## src/rtl/ps2_cmd_scheduler.sv

```systemverilog
// Host-to-keyboard PS/2 command sequencer: arbitrates reset/LED/typematic requests,
// drives the transmitter byte by byte, handles ACK/RESEND/timeout/BAT and filters replies.
module ps2_cmd_scheduler #(
    parameter int TIMEOUT_CYCLES     = 2000000,
    parameter int BAT_TIMEOUT_CYCLES = 100000000,
    parameter int MAX_RETRY          = 3
) (
    input  logic       clk,
    input  logic       reset,
    input  logic       rx_done,
    input  logic [7:0] rx_data,
    input  logic       tx_busy,
    input  logic       tx_done,
    output logic       tx_start,
    output logic [7:0] tx_data,
    input  logic       req_reset,
    input  logic       req_led,
    input  logic [2:0] led_state,
    input  logic       req_rate,
    input  logic [7:0] rate_data,
    output logic       fwd_valid,
    output logic [7:0] fwd_data,
    output logic       busy,
    output logic       cmd_done,
    output logic       cmd_err
);

    localparam int TMO_MAX = (TIMEOUT_CYCLES > BAT_TIMEOUT_CYCLES) ? TIMEOUT_CYCLES
                                                                   : BAT_TIMEOUT_CYCLES;
    localparam int TW = $clog2(TMO_MAX + 1);
    localparam int RW = (MAX_RETRY > 0) ? $clog2(MAX_RETRY + 1) : 1;

    localparam logic [TW-1:0] TMO_LOAD    = TW'(TIMEOUT_CYCLES);
    localparam logic [TW-1:0] BAT_LOAD    = TW'(BAT_TIMEOUT_CYCLES);
    localparam logic [RW-1:0] RETRY_LIMIT = RW'(MAX_RETRY);

    localparam logic [7:0] CMD_RESET    = 8'hFF;
    localparam logic [7:0] CMD_LED      = 8'hED;
    localparam logic [7:0] CMD_RATE     = 8'hF3;
    localparam logic [7:0] RSP_ACK      = 8'hFA;
    localparam logic [7:0] RSP_RESEND   = 8'hFE;
    localparam logic [7:0] RSP_BAT_OK   = 8'hAA;
    localparam logic [7:0] RSP_BAT_FAIL = 8'hFC;

    typedef enum logic [2:0] {
        S_IDLE,
        S_SEND,
        S_WAIT_TX,
        S_WAIT_ACK,
        S_WAIT_BAT,
        S_DONE,
        S_FAIL
    } state_t;

    state_t        state_q, state_d;
    logic [2:0]    pend_q, pend_d;         // {reset, led, rate}
    logic [7:0]    cmd_byte_q, cmd_byte_d;
    logic [7:0]    arg_byte_q, arg_byte_d;
    logic          has_arg_q, has_arg_d;
    logic          is_reset_q, is_reset_d;
    logic          arg_phase_q, arg_phase_d;
    logic [RW-1:0] retry_q, retry_d;
    logic [TW-1:0] tmo_q, tmo_d;
    logic          tx_start_q, tx_start_d;
    logic [7:0]    tx_data_q, tx_data_d;
    logic          fwd_valid_q, fwd_valid_d;
    logic [7:0]    fwd_data_q, fwd_data_d;
    logic          busy_q, busy_d;
    logic          cmd_done_q, cmd_done_d;
    logic          cmd_err_q, cmd_err_d;

    logic [2:0]    grant_clr;
    logic          consume;
    logic          tmo_zero;
    logic [7:0]    cur_byte;

    assign tmo_zero = (tmo_q == TW'(0));
    assign cur_byte = arg_phase_q ? arg_byte_q : cmd_byte_q;

    // Next-state, command latching, retry/timeout bookkeeping and reply filtering
    always_comb begin
        state_d     = state_q;
        cmd_byte_d  = cmd_byte_q;
        arg_byte_d  = arg_byte_q;
        has_arg_d   = has_arg_q;
        is_reset_d  = is_reset_q;
        arg_phase_d = arg_phase_q;
        retry_d     = retry_q;
        tmo_d       = tmo_q;
        tx_start_d  = 1'b0;
        tx_data_d   = tx_data_q;
        fwd_valid_d = 1'b0;
        fwd_data_d  = fwd_data_q;
        grant_clr   = 3'b000;
        consume     = 1'b0;

        case (state_q)
            S_IDLE: begin
                if (pend_q != 3'b000) begin
                    state_d     = S_SEND;
                    retry_d     = RW'(0);
                    arg_phase_d = 1'b0;
                    if (pend_q[2]) begin
                        grant_clr  = 3'b100;
                        cmd_byte_d = CMD_RESET;
                        arg_byte_d = 8'h00;
                        has_arg_d  = 1'b0;
                        is_reset_d = 1'b1;
                    end else if (pend_q[1]) begin
                        grant_clr  = 3'b010;
                        cmd_byte_d = CMD_LED;
                        arg_byte_d = {5'b00000, led_state};
                        has_arg_d  = 1'b1;
                        is_reset_d = 1'b0;
                    end else begin
                        grant_clr  = 3'b001;
                        cmd_byte_d = CMD_RATE;
                        arg_byte_d = rate_data;
                        has_arg_d  = 1'b1;
                        is_reset_d = 1'b0;
                    end
                end else begin
                    state_d = S_IDLE;
                end
            end

            S_SEND: begin
                if (!tx_busy) begin
                    tx_start_d = 1'b1;
                    tx_data_d  = cur_byte;
                    state_d    = S_WAIT_TX;
                end else begin
                    state_d = S_SEND;
                end
            end

            S_WAIT_TX: begin
                if (tx_done) begin
                    state_d = S_WAIT_ACK;
                    tmo_d   = TMO_LOAD;
                end else begin
                    state_d = S_WAIT_TX;
                end
            end

            S_WAIT_ACK: begin
                if (rx_done && (rx_data == RSP_ACK)) begin
                    consume = 1'b1;
                    if (has_arg_q && !arg_phase_q) begin
                        arg_phase_d = 1'b1;
                        retry_d     = RW'(0);
                        state_d     = S_SEND;
                    end else if (is_reset_q) begin
                        tmo_d   = BAT_LOAD;
                        state_d = S_WAIT_BAT;
                    end else begin
                        state_d = S_DONE;
                    end
                end else if ((rx_done && (rx_data == RSP_RESEND)) || (!rx_done && tmo_zero)) begin
                    // A received byte in the expiry cycle wins; expiry is retried next cycle
                    consume = rx_done;
                    if (retry_q < RETRY_LIMIT) begin
                        retry_d = retry_q + RW'(1);
                        state_d = S_SEND;
                    end else begin
                        state_d = S_FAIL;
                    end
                end else if (!tmo_zero) begin
                    tmo_d = tmo_q - TW'(1);
                end else begin
                    tmo_d = tmo_q;
                end
            end

            S_WAIT_BAT: begin
                if (rx_done && (rx_data == RSP_BAT_OK)) begin
                    consume = 1'b1;
                    state_d = S_DONE;
                end else if (rx_done && (rx_data == RSP_BAT_FAIL)) begin
                    consume = 1'b1;
                    state_d = S_FAIL;
                end else if (!rx_done && tmo_zero) begin
                    state_d = S_FAIL;
                end else if (!tmo_zero) begin
                    tmo_d = tmo_q - TW'(1);
                end else begin
                    tmo_d = tmo_q;
                end
            end

            S_DONE: begin
                state_d = S_IDLE;
            end

            S_FAIL: begin
                state_d = S_IDLE;
            end

            default: begin
                state_d = S_IDLE;
            end
        endcase

        if (rx_done && !consume) begin
            fwd_valid_d = 1'b1;
            fwd_data_d  = rx_data;
        end else begin
            fwd_valid_d = 1'b0;
        end

        // A request arriving in its own grant cycle survives the clear
        pend_d     = (pend_q & ~grant_clr) | {req_reset, req_led, req_rate};
        busy_d     = (state_d != S_IDLE);
        cmd_done_d = (state_d == S_DONE);
        cmd_err_d  = (state_d == S_FAIL);
    end

    // State and output registers
    always_ff @(posedge clk or posedge reset) begin
        if (reset) begin
            state_q     <= S_IDLE;
            pend_q      <= 3'b000;
            cmd_byte_q  <= 8'h00;
            arg_byte_q  <= 8'h00;
            has_arg_q   <= 1'b0;
            is_reset_q  <= 1'b0;
            arg_phase_q <= 1'b0;
            retry_q     <= RW'(0);
            tmo_q       <= TW'(0);
            tx_start_q  <= 1'b0;
            tx_data_q   <= 8'h00;
            fwd_valid_q <= 1'b0;
            fwd_data_q  <= 8'h00;
            busy_q      <= 1'b0;
            cmd_done_q  <= 1'b0;
            cmd_err_q   <= 1'b0;
        end else begin
            state_q     <= state_d;
            pend_q      <= pend_d;
            cmd_byte_q  <= cmd_byte_d;
            arg_byte_q  <= arg_byte_d;
            has_arg_q   <= has_arg_d;
            is_reset_q  <= is_reset_d;
            arg_phase_q <= arg_phase_d;
            retry_q     <= retry_d;
            tmo_q       <= tmo_d;
            tx_start_q  <= tx_start_d;
            tx_data_q   <= tx_data_d;
            fwd_valid_q <= fwd_valid_d;
            fwd_data_q  <= fwd_data_d;
            busy_q      <= busy_d;
            cmd_done_q  <= cmd_done_d;
            cmd_err_q   <= cmd_err_d;
        end
    end

    assign tx_start  = tx_start_q;
    assign tx_data   = tx_data_q;
    assign fwd_valid = fwd_valid_q;
    assign fwd_data  = fwd_data_q;
    assign busy      = busy_q;
    assign cmd_done  = cmd_done_q;
    assign cmd_err   = cmd_err_q;

endmodule

```

## config.mk

```make
export PLATFORM = sky130hd
export DESIGN_NAME = ps2_cmd_scheduler
export DESIGN_NICKNAME = d
export VERILOG_FILES = /design/src/rtl/ps2_cmd_scheduler.sv
export SDC_FILE = /design/constraint.sdc
export NUM_CORES = 1
export LEC_CHECK = 0
export CORE_AREA = 2 2 116 73
export CTS_BUF_LIST = sky130_fd_sc_hd__clkbuf_2
export DETAILED_ROUTE_END_ITERATION = 6
export DIE_AREA = 0 0 118 75
export GPL_TIMING_DRIVEN = 1
export HOLD_SLACK_MARGIN = 0.15
export PLACE_DENSITY = 0.75
export SLEW_MARGIN = 0
export SYNTH_ARGS = -nofsm -noshare
export SYNTH_HDL_FRONTEND = slang
export SYNTH_SLANG_ARGS = --single-unit
export TNS_END_PERCENT = 100
```

## constraint.sdc

```tcl
create_clock -name clk -period 6.47 [get_ports clk]
set_input_delay 0.9705 -clock clk [delete_from_list [all_inputs] [get_ports clk]]
set_output_delay 0.9705 -clock clk [all_outputs]
set_load 0.1 [all_outputs]
```

# ---- Yosys cells after proc, flatten, opt, wreduce, memory -nomap -nowiden
# Cells that the tools add are included.
# W data, S select, Z words.
dict set report classes {
  add_sub_neg 2
  eq_ne 23
  bitwise 4
  n_reduce_logical 22
  magnitude_cmp 1
  n_mux 51
}
# cell n
set ops {}
lappend ops {{$mux W27} 9}
lappend ops {{$pmux W27 S3} 1}
lappend ops {{$eq A8 B8 Y1 const B} 4}
lappend ops {{$mux W3} 10}
lappend ops {{$logic_not A27 Y1} 1}
lappend ops {{$sub A27 B1 Y27 const B} 1}
lappend ops {{$mux W8} 3}
lappend ops {{$ne A3 B3 Y1 const B} 6}
lappend ops {{$mux W1} 15}
lappend ops {{$pmux W3 S5} 1}
lappend ops {{$mux W2} 7}
lappend ops {{$ne A2 B2 Y1 const B} 7}
lappend ops {{$mux W5} 2}
lappend ops {{$eq A3 B3 Y1 const B} 3}
lappend ops {{$reduce_bool A3 Y1} 3}
lappend ops {{$reduce_and A8 Y1} 1}
lappend ops {{$logic_and A1 B1 Y1} 7}
lappend ops {{$eq A3 B2 Y1 const B} 2}
lappend ops {{$reduce_and A5 Y1} 1}
lappend ops {{$pmux W1 S2} 2}
lappend ops {{$pmux W2 S2} 1}
lappend ops {{$reduce_and A2 Y1} 2}
lappend ops {{$reduce_and A4 Y1} 1}
lappend ops {{$and A3 B3 Y3} 1}
lappend ops {{other kinds (10)} 12}
dict set report word_totals {
  reg_bits 75
  output_inout_bits 21
  wordCells 119
}

# ---- Logic depth before layout (Yosys ltp)
# Gate-level depths: netlist of run 1.
dict set report logic_depth {
  ltp_word 9
  mapped_depth 9
  depth_no_buf 8
}

# ---- Worst setup path before layout of run 1
# No wires, ideal clock.
dict set report synth_timing {
  kind {in2reg}
  startpoint {input rx_done}
  endpoint {register tmo_q[3]}
  path_buffers 1
  t_required_ns 6.329
  arrival_ns 2.391
  cell_stages 7
  setup_ns 0.141
  path_slack_ns 3.938
  cell_sequence {and3b_1 clkbuf_1 o2111a_1 a221o_1 nor3b_4 mux2i_1 nor3_2}
}
dict set report synth_via {
  elab_chain_cells 5
  elab_cells_between_ends 16
}
# element line
set synth_lines {}
lappend synth_lines {{start: declaration} 10} ;# input logic rx_done,
lappend synth_lines {{$logic_not A1 Y1} {159, 182}}
lappend synth_lines {{$logic_and A1 B1 Y1} {159, 182}}
lappend synth_lines {{$logic_or A1 B1 Y1} 159} ;# end else if ((rx_done && (rx_data == RSP_RESEND)) || (!rx_done && tmo_zero)) begin
lappend synth_lines {{$ne A3 B3 Y1 (no source line)} -}
lappend synth_lines {{$reduce_and A8 Y1 (no source line)} -}
lappend synth_lines {{end signal: assignment} 246} ;# tmo_q <= tmo_d;
lappend synth_lines {{end: declaration} 63} ;# logic [TW-1:0] tmo_q, tmo_d;
# Several ways; a longest one is shown, not always the timed one.
# A chain may end at the register's enable or synchronous reset.

# ---- Final worst setup path of run 1
dict set report layout_timing {
  startpoint {register tx_data_q[1], in the netlist tx_data[1]}
  endpoint {output tx_data[1]}
}
# element line
set layout_rtl {}
lappend layout_rtl {{start: declaration} 65} ;# logic [7:0] tx_data_q, tx_data_d;
lappend layout_rtl {{start signal: assignment} 248} ;# tx_data_q <= tx_data_d;
lappend layout_rtl {{end: declaration} 15} ;# output logic [7:0] tx_data,
# No word-level cell between the ends.

==> results of run 1 <==
==> cell usage after synthesis (3+ instances only) <==
master | count | area share, %
a22o_1 | 5 | 1.1
buf_2 | 3 | 0.39
mux2_2 | 8 | 2.4
nand3_1 | 5 | 0.66
and4_1 | 3 | 0.69
and2_1 | 3 | 0.49
a222oi_1 | 3 | 0.79
o22a_1 | 3 | 0.69
nor2_1 | 53 | 5.2
nand2b_1 | 7 | 1.1
xnor2_1 | 6 | 1.4
nor4_1 | 6 | 0.98
nor3_1 | 14 | 1.8
o31ai_1 | 8 | 1.6
a31oi_1 | 10 | 1.6
nand2_1 | 31 | 3.1
o21ai_0 | 14 | 1.8
nor2b_1 | 5 | 0.82
clkbuf_1 | 8 | 0.79
o21bai_1 | 4 | 0.79
or3_1 | 3 | 0.49
dfrtp_1 | 70 | 46
ha_1 | 3 | 0.98
o21ai_1 | 6 | 0.79
a21oi_1 | 45 | 5.9
and3b_1 | 3 | 0.69
o21a_1 | 3 | 0.59
nand3b_1 | 4 | 0.79
nand4_1 | 5 | 0.82
o2bb2ai_1 | 3 | 0.69
inv_1 | 15 | 1.5
==> state kept, by name, indices dropped and copies added, names as in the netlist, 2 cells and up <==
| signal | flops |
|---|---|
| arg_byte_q | 8 |
| cmd_byte_q | 3 |
| fwd_data | 8 |
| pend_q | 3 |
| retry_q | 2 |
| state_q | 3 |
| tmo_q | 27 |
| tx_data | 8 |
==> power by group <==
group,total (mW),switching (mW),internal [mW]
clock,0.260,0.170,0.0903
combinational,0.778,0.513,0.265
sequential,0.643,0.112,0.531
==> per-stage QoR <==
stage | hold WS (ps) | util [%]
global route | 519.7 | 57.96
global placement | 445.1 | 56.42
detailed placement | 447.3 | 56.42
floorplan | 425.8 | -
CTS | 491.4 | 57.96
finish | 484.9 | 57.96
==> layout make-up <==
class | instances | area, um^2
Tap cell | 108 | 135.1
Sequential cell | 70 | 1752
Timing Repair Buffer | 50 | 493.0
Inverter | 15 | 56.30
Fill cell | 710 | 3248
Multi-Input combinational cell | 306 | 1923
Clock buffer | 9 | 45.04
Clock inverter | 7 | 73.82
==> worst min path at each step <==
stage	slack [ps]	to
global placement	450	cmd_byte_q[6]$_DFFE_PP0P_
floorplan	430	cmd_byte_q[6]$_DFFE_PP0P_
global route	520	cmd_byte_q[6]$_DFFE_PP0P_
detailed placement	450	cmd_byte_q[6]$_DFFE_PP0P_
CTS	490	cmd_byte_q[6]$_DFFE_PP0P_
finish	480	cmd_byte_q[6]$_DFFE_PP0P_
==> placed cells by master, fill, tap and decap left out, drive strengths merged, types with 4 or more instances in the layout <==
cell type      instances
nor3b                  4
nand2b                 7
nand3b                 4
dfrtp                 70
a31oi                 11
nand2                 31
o21bai                 4
o21ai                 20
xnor2                  6
mux2                   8
clkbuf                 9
nand3                  6
clkinv                 4
clkdlybuf4s50         47
nand4                  5
inv                   16
a22o                   5
a21oi                 45
nor2b                  5
nor3                  16
o31ai                  8
nor4                   9
nor2                  53
==> worst reg2reg max path, delay by kind of cell (launching register included) <==
| kind | cells | cell delay, ps |
|---|---|---|
| AND/OR/NAND/NOR | 4 | 1680 |
| flip-flops | 1 | 600 |
| AO/OA/AOI/OAI | 2 | 570 |
==> per-layer routing <==
metal  vias up  share of wire (%)  track usage (%)
met5         -                  0                0
met4         0                1.1            7.898
met3        10                8.6            7.727
met2       148                 41            32.75
met1      1603                 50            34.01
li1       1595                  -                -
==> logic make-up after synthesis <==
| logic type | share of synthesized area (%) |
|---|---|
| AOI/OAI and AO/OA | 21.10 |
| xor gates and xnor gates | 1.378 |
| DFF | 45.93 |
| adders and majority gates | 0.9844 |
| and+or+nand+nor | 24.08 |
| muxes | 2.887 |
| buffers and inverters | 3.641 |
==> flow_summary.toml, run 1 <==
[synth]
synth_seq_cells = 70
yosys_most_used_dff = "dfrtp_1"
syn_inst = 406
syn_area_per_cell_um2 = 9.393
ys_seq_area_share_pct = 45.93
synth_edf_count = 0
syn-cell-area_mm2 = 0.003814
async_reset_ff_share_pct = 100.0
ys_warn_count = 0
syn-num-nets = 436
synth_cell_types = 66

[worst_setup_path]
crit_cells = 1
crit_required_ps = 5500
end_kind = "output pin"
endpoint = "tx_data[1]"
path_delay_family = "buffers and inverters"
critPathMaxFanout = 2
cp_slowest_cell = "clkdlybuf4s50_1"
reg2reg_depth = 6
reg2reg_slack_ps = 3570
crit_type = "flop to output pin"
r2r_end = "tmo_q[16]$_DFFE_PP0P_"
critPathBufInv = 1
reg2reg_from = "state_q[1]$_DFF_PP0_"
max_stage_delay_ps = 1140
worstSetupStartpoint = "tx_data[1]$_DFFE_PP0P_"
arrival_ps = 2090
cp_cell_sequence = "clkdlybuf4s50_1"
setup.worst_path.start_class = "flop"

[cts]
clkSinkCount = 70
ctsResizeCount = 0
htreeDepth = 3
insertion_delay_ps = 550
post-cts-setup-buffers = 0
clk_pin_slew_ps = 210
cts_hold_buf = 0
clockBufferDepth = 2
cts_tree = "built"
cts_buffers = 9
cts_root_buffer = "clkbuf_2"

[sta]
slew_headroom_pct = 15.46
timing.fmax_mhz = 326.6
clock_skew_ps = 40.93
setup_tns_ps = 0
hold_viol_final = 0
min_period_ps = 3062
tightest_slew_ps = 1257
timing.final.crit_share_pct = 47.32
rsz0062_at_grt = "false"
setup_viol = 0
setup_slack_ps = 3408
maxSlewViolCount = 0

[global_routing]
gr-total-overflow = 0
grt_max_degree = 71
antenna_found_initial = 0
grt.total_usage_pct = 23.34
grt_pass1_vias = 3123
grt_pass1_wl_um = 15850

[layout]
drive_above_1_share_pct = 9.190
final_area_mm2 = 0.004478
areaGrowthSynthToFinish_pct = 17.42
layoutNonFillerInstCount = 565
antenna_cells = 0
final_nets = 482

[status]
violations = "design-rule violations"
run_status = "complete, but fails checks"

[placed_design]
dpl-instance-area_mm2 = 0.004359
place_congestion = 0.8762
dp_hpwl_um = 6969
post-place-ws_ps = 3007
dp.cells = 549
port_buffers = 47

[job]
drv_cap = 0

[floorplan]
die_h_um = 75
dieArea_mm2 = 0.008850
rows = 25
coreArea_mm2 = 0.007726
ios = 48
start_util_pct = 49.36
die_w_um = 118

[detailed_routing]
ant_nets = 0
wl_per_cell_um = 16.99
finalWirelength_um = 9598
dr.pass1.iters = 7
drt-initial-drc-count = 310
routed_via_density = 5.940
drc = 4
vias = 3356

[power]
peakVddDrop_mv = 0.1474
power_mw = 1.681
leakagePower_nw = 1.834
powerDensity_mw_per_mm2 = 375.3

[worst_hold_path]
min_delay_path_depth = 1
hold_class = "flop to flop"
hp-start = "cmd_byte_q[6]$_DFFE_PP0P_"
Power figures use the tool's default switching activity.
==> run 2: changes to the inputs <==
Settings changed: PLACE_DENSITY 0.75 to 0.78.
Clock period 6.47 ns to 2.51 ns, I/O delays scaled along.
==> run 2 against run 1 <==
  * The flow now finishes without violations
  * Hold slack worse by 320 ps
  * Critical path depth increased by 8
  * Sequential power grew to 2.6 times the previous value
  * Utilization up 2.9 points
  * Non-clock buffer count is 27 higher
  * Setup slack worse by 3300 ps
  * Total power grew to 2.8 times the previous value
  * Flip-flop and latch count stayed put
  * First-iteration DRC count up 7.7%
  * Clock-buffer cell count grew 1
  * Die area is the same
  * Critical endpoint is now tmo_q[8]$_DFFE_PP0P_
  * Largest cell class unchanged
  * Largest power group unchanged
  * Highest routed layer unchanged
==> flow_summary.toml, run 2 (synthesis gave the netlist of run 1 again) <==
[sta]
maxSlewViolCount = 0
hold_viol_final = 0
whs_ps = 160.6
setup_viol = 0
slew_headroom_pct = 61.73
timing.final.crit_share_pct = 93.70
setup_slack_ps = 158.2
rsz0062_at_grt = "false"
clock_skew_ps = 23.25
setup_tns_ps = 0
timing.fmax_mhz = 425.2
min_period_ps = 2352
tightest_slew_ps = 570.3

[layout]
largest_register_ffs = 27
largest_register = "tmo_q"
drive_above_1_share_pct = 18.60
final_common_cell = "dfrtp_1"
final_util_pct = 60.89
antenna_cells = 0
final_area_mm2 = 0.004705
layoutNonFillerInstCount = 592
areaGrowthSynthToFinish_pct = 23.36
final_nets = 509
mostFrequentLayoutCells = "dfrtp_1, nor2_1, buf_4"

[cts]
clk_pin_slew_ps = 200
cts_tree = "built"
post-cts-setup-buffers = 0
htreeDepth = 3
cts_root_buffer = "clkbuf_2"
clkSinkCount = 70
insertion_delay_ps = 540
cts_buffers = 9
clockBufferDepth = 2

[global_routing]
grt_max_degree = 49
grt.total_usage_pct = 23.59
gr-total-overflow = 0
gr-max-usage-layer = "met1"
gr-usage-met2_pct = 31.52
antenna_found_initial = 0
grt_pass1_vias = 3151
grt_pass1_wl_um = 16140
grt_util_met3_pct = 6.667
met1_usage_pct = 36.44

[worst_setup_path]
cp_cell_sequence = "inv_1, ha_1, nor4b_4, nand4_1, or4_1, nand3_2, buf_4, nor2_1, o22a_1"
cp_slowest_cell = "or4_1"
crit_type = "flop to flop"
setup.worst_path.start_class = "flop"
arrival_ps = 2800
critPathMaxFanout = 7
reg2reg_from = "tmo_q[0]$_DFFE_PP0P_"
crit_required_ps = 2960
worstSetupStartpoint = "tmo_q[0]$_DFFE_PP0P_"
max_stage_delay_ps = 490
end_kind = "flop"

[floorplan]
rows = 25
coreArea_mm2 = 0.007726
die_w_um = 118
die_h_um = 75
start_util_pct = 49.36
dieArea_mm2 = 0.008850
ios = 48

[placed_design]
place_congestion = 0.9595
dpl-instance-area_mm2 = 0.004534
dp_hpwl_um = 7325
dp.cells = 576
port_buffers = 47
post-place-ws_ps = -32.87

[detailed_routing]
routed_via_density = 5.900
drt-initial-drc-count = 334
wl_per_cell_um = 16.47
finalWirelength_um = 9752
ant_nets = 0
drc = 0
vias = 3493
dr.pass1.iters = 5

[power]
power_mw = 4.754
powerDensity_mw_per_mm2 = 1010
peakVddDrop_mv = 0.5765
leakagePower_nw = 2.009

[status]
run_status = "finished, final reports clean"

[worst_hold_path]
hold_class = "input pin to async pin"

[job]
drv_cap = 0
run 2: cell types whose count changed in the layout (fill, tap and decap cells not counted):
cell | previous run | this run
clkbuf_2 | 9 | 10
inv_6 | 1 | 0
dfrtp_2 | 0 | 1
clkinv_1 | 0 | 1
clkdlybuf4s50_1 | 47 | 26
clkinv_4 | 2 | 1
buf_12 | 0 | 2
nor4b_2 | 2 | 1
clkinv_2 | 2 | 0
buf_4 | 3 | 49
nor4b_4 | 0 | 1
dfrtp_1 | 70 | 69
bufinv_16 | 1 | 3
run 2: worst paths after layout:
path                                              to  slack, ps  depth (start not counted)
min                            tmo_q[16]$_DFFE_PP0P_        160                          2
min reg2reg                cmd_byte_q[6]$_DFFE_PP0P_        490                          1
max in group asynchronous    fwd_data[0]$_DFFE_PP0P_       1710                          3
max reg2reg                     tmo_q[8]$_DFFE_PP0P_        160                          9
min in group clk                 pend_q[0]$_DFF_PP0_        410                          2
max                             tmo_q[8]$_DFFE_PP0P_        160                          9
run 2: layer usage:
layer	up-vias	share of wire [%]
li1	1657	-
met1	1659	52
met2	160	39
met3	17	7.6
met4	0	1.4
met5	-	0
run 2: timing repair:
action | 4_1_cts | 5_1_grt
gates resized for setup | 0 | 2
setup endpoints to repair | 0 | 15
endpoints found under the hold margin | 0 | 0
hold buffers | 0 | 0
run 2: worst max-delay path, delay by kind of cell (launching register included):
| kind | cells | cell delay, ps |
|---|---|---|
| AOI/OAI and AO/OA | 1 | 170 |
| DFF | 1 | 470 |
| adders and majority gates | 1 | 150 |
| buffers and inverters | 2 | 280 |
| and+or+nand+nor | 5 | 1180 |
run 2: layout make-up:
cell class,instances,area [um^2]
well taps,108,135.1
inverters,15,56.30
clock inverters,6,110.1
repair buffers,77,668.1
clock buffers,10,50.05
fillers,673,3022
multi-input cells,306,1932
flip-flops and latches,70,1753
run 2: where the power goes:
group	leakage (nW)	switching, mW	internal (mW)
combinational	1.08	1.40	0.852
sequential	0.836	0.290	1.37
clock	0.0898	0.413	0.432
total	2.01	2.10	2.65
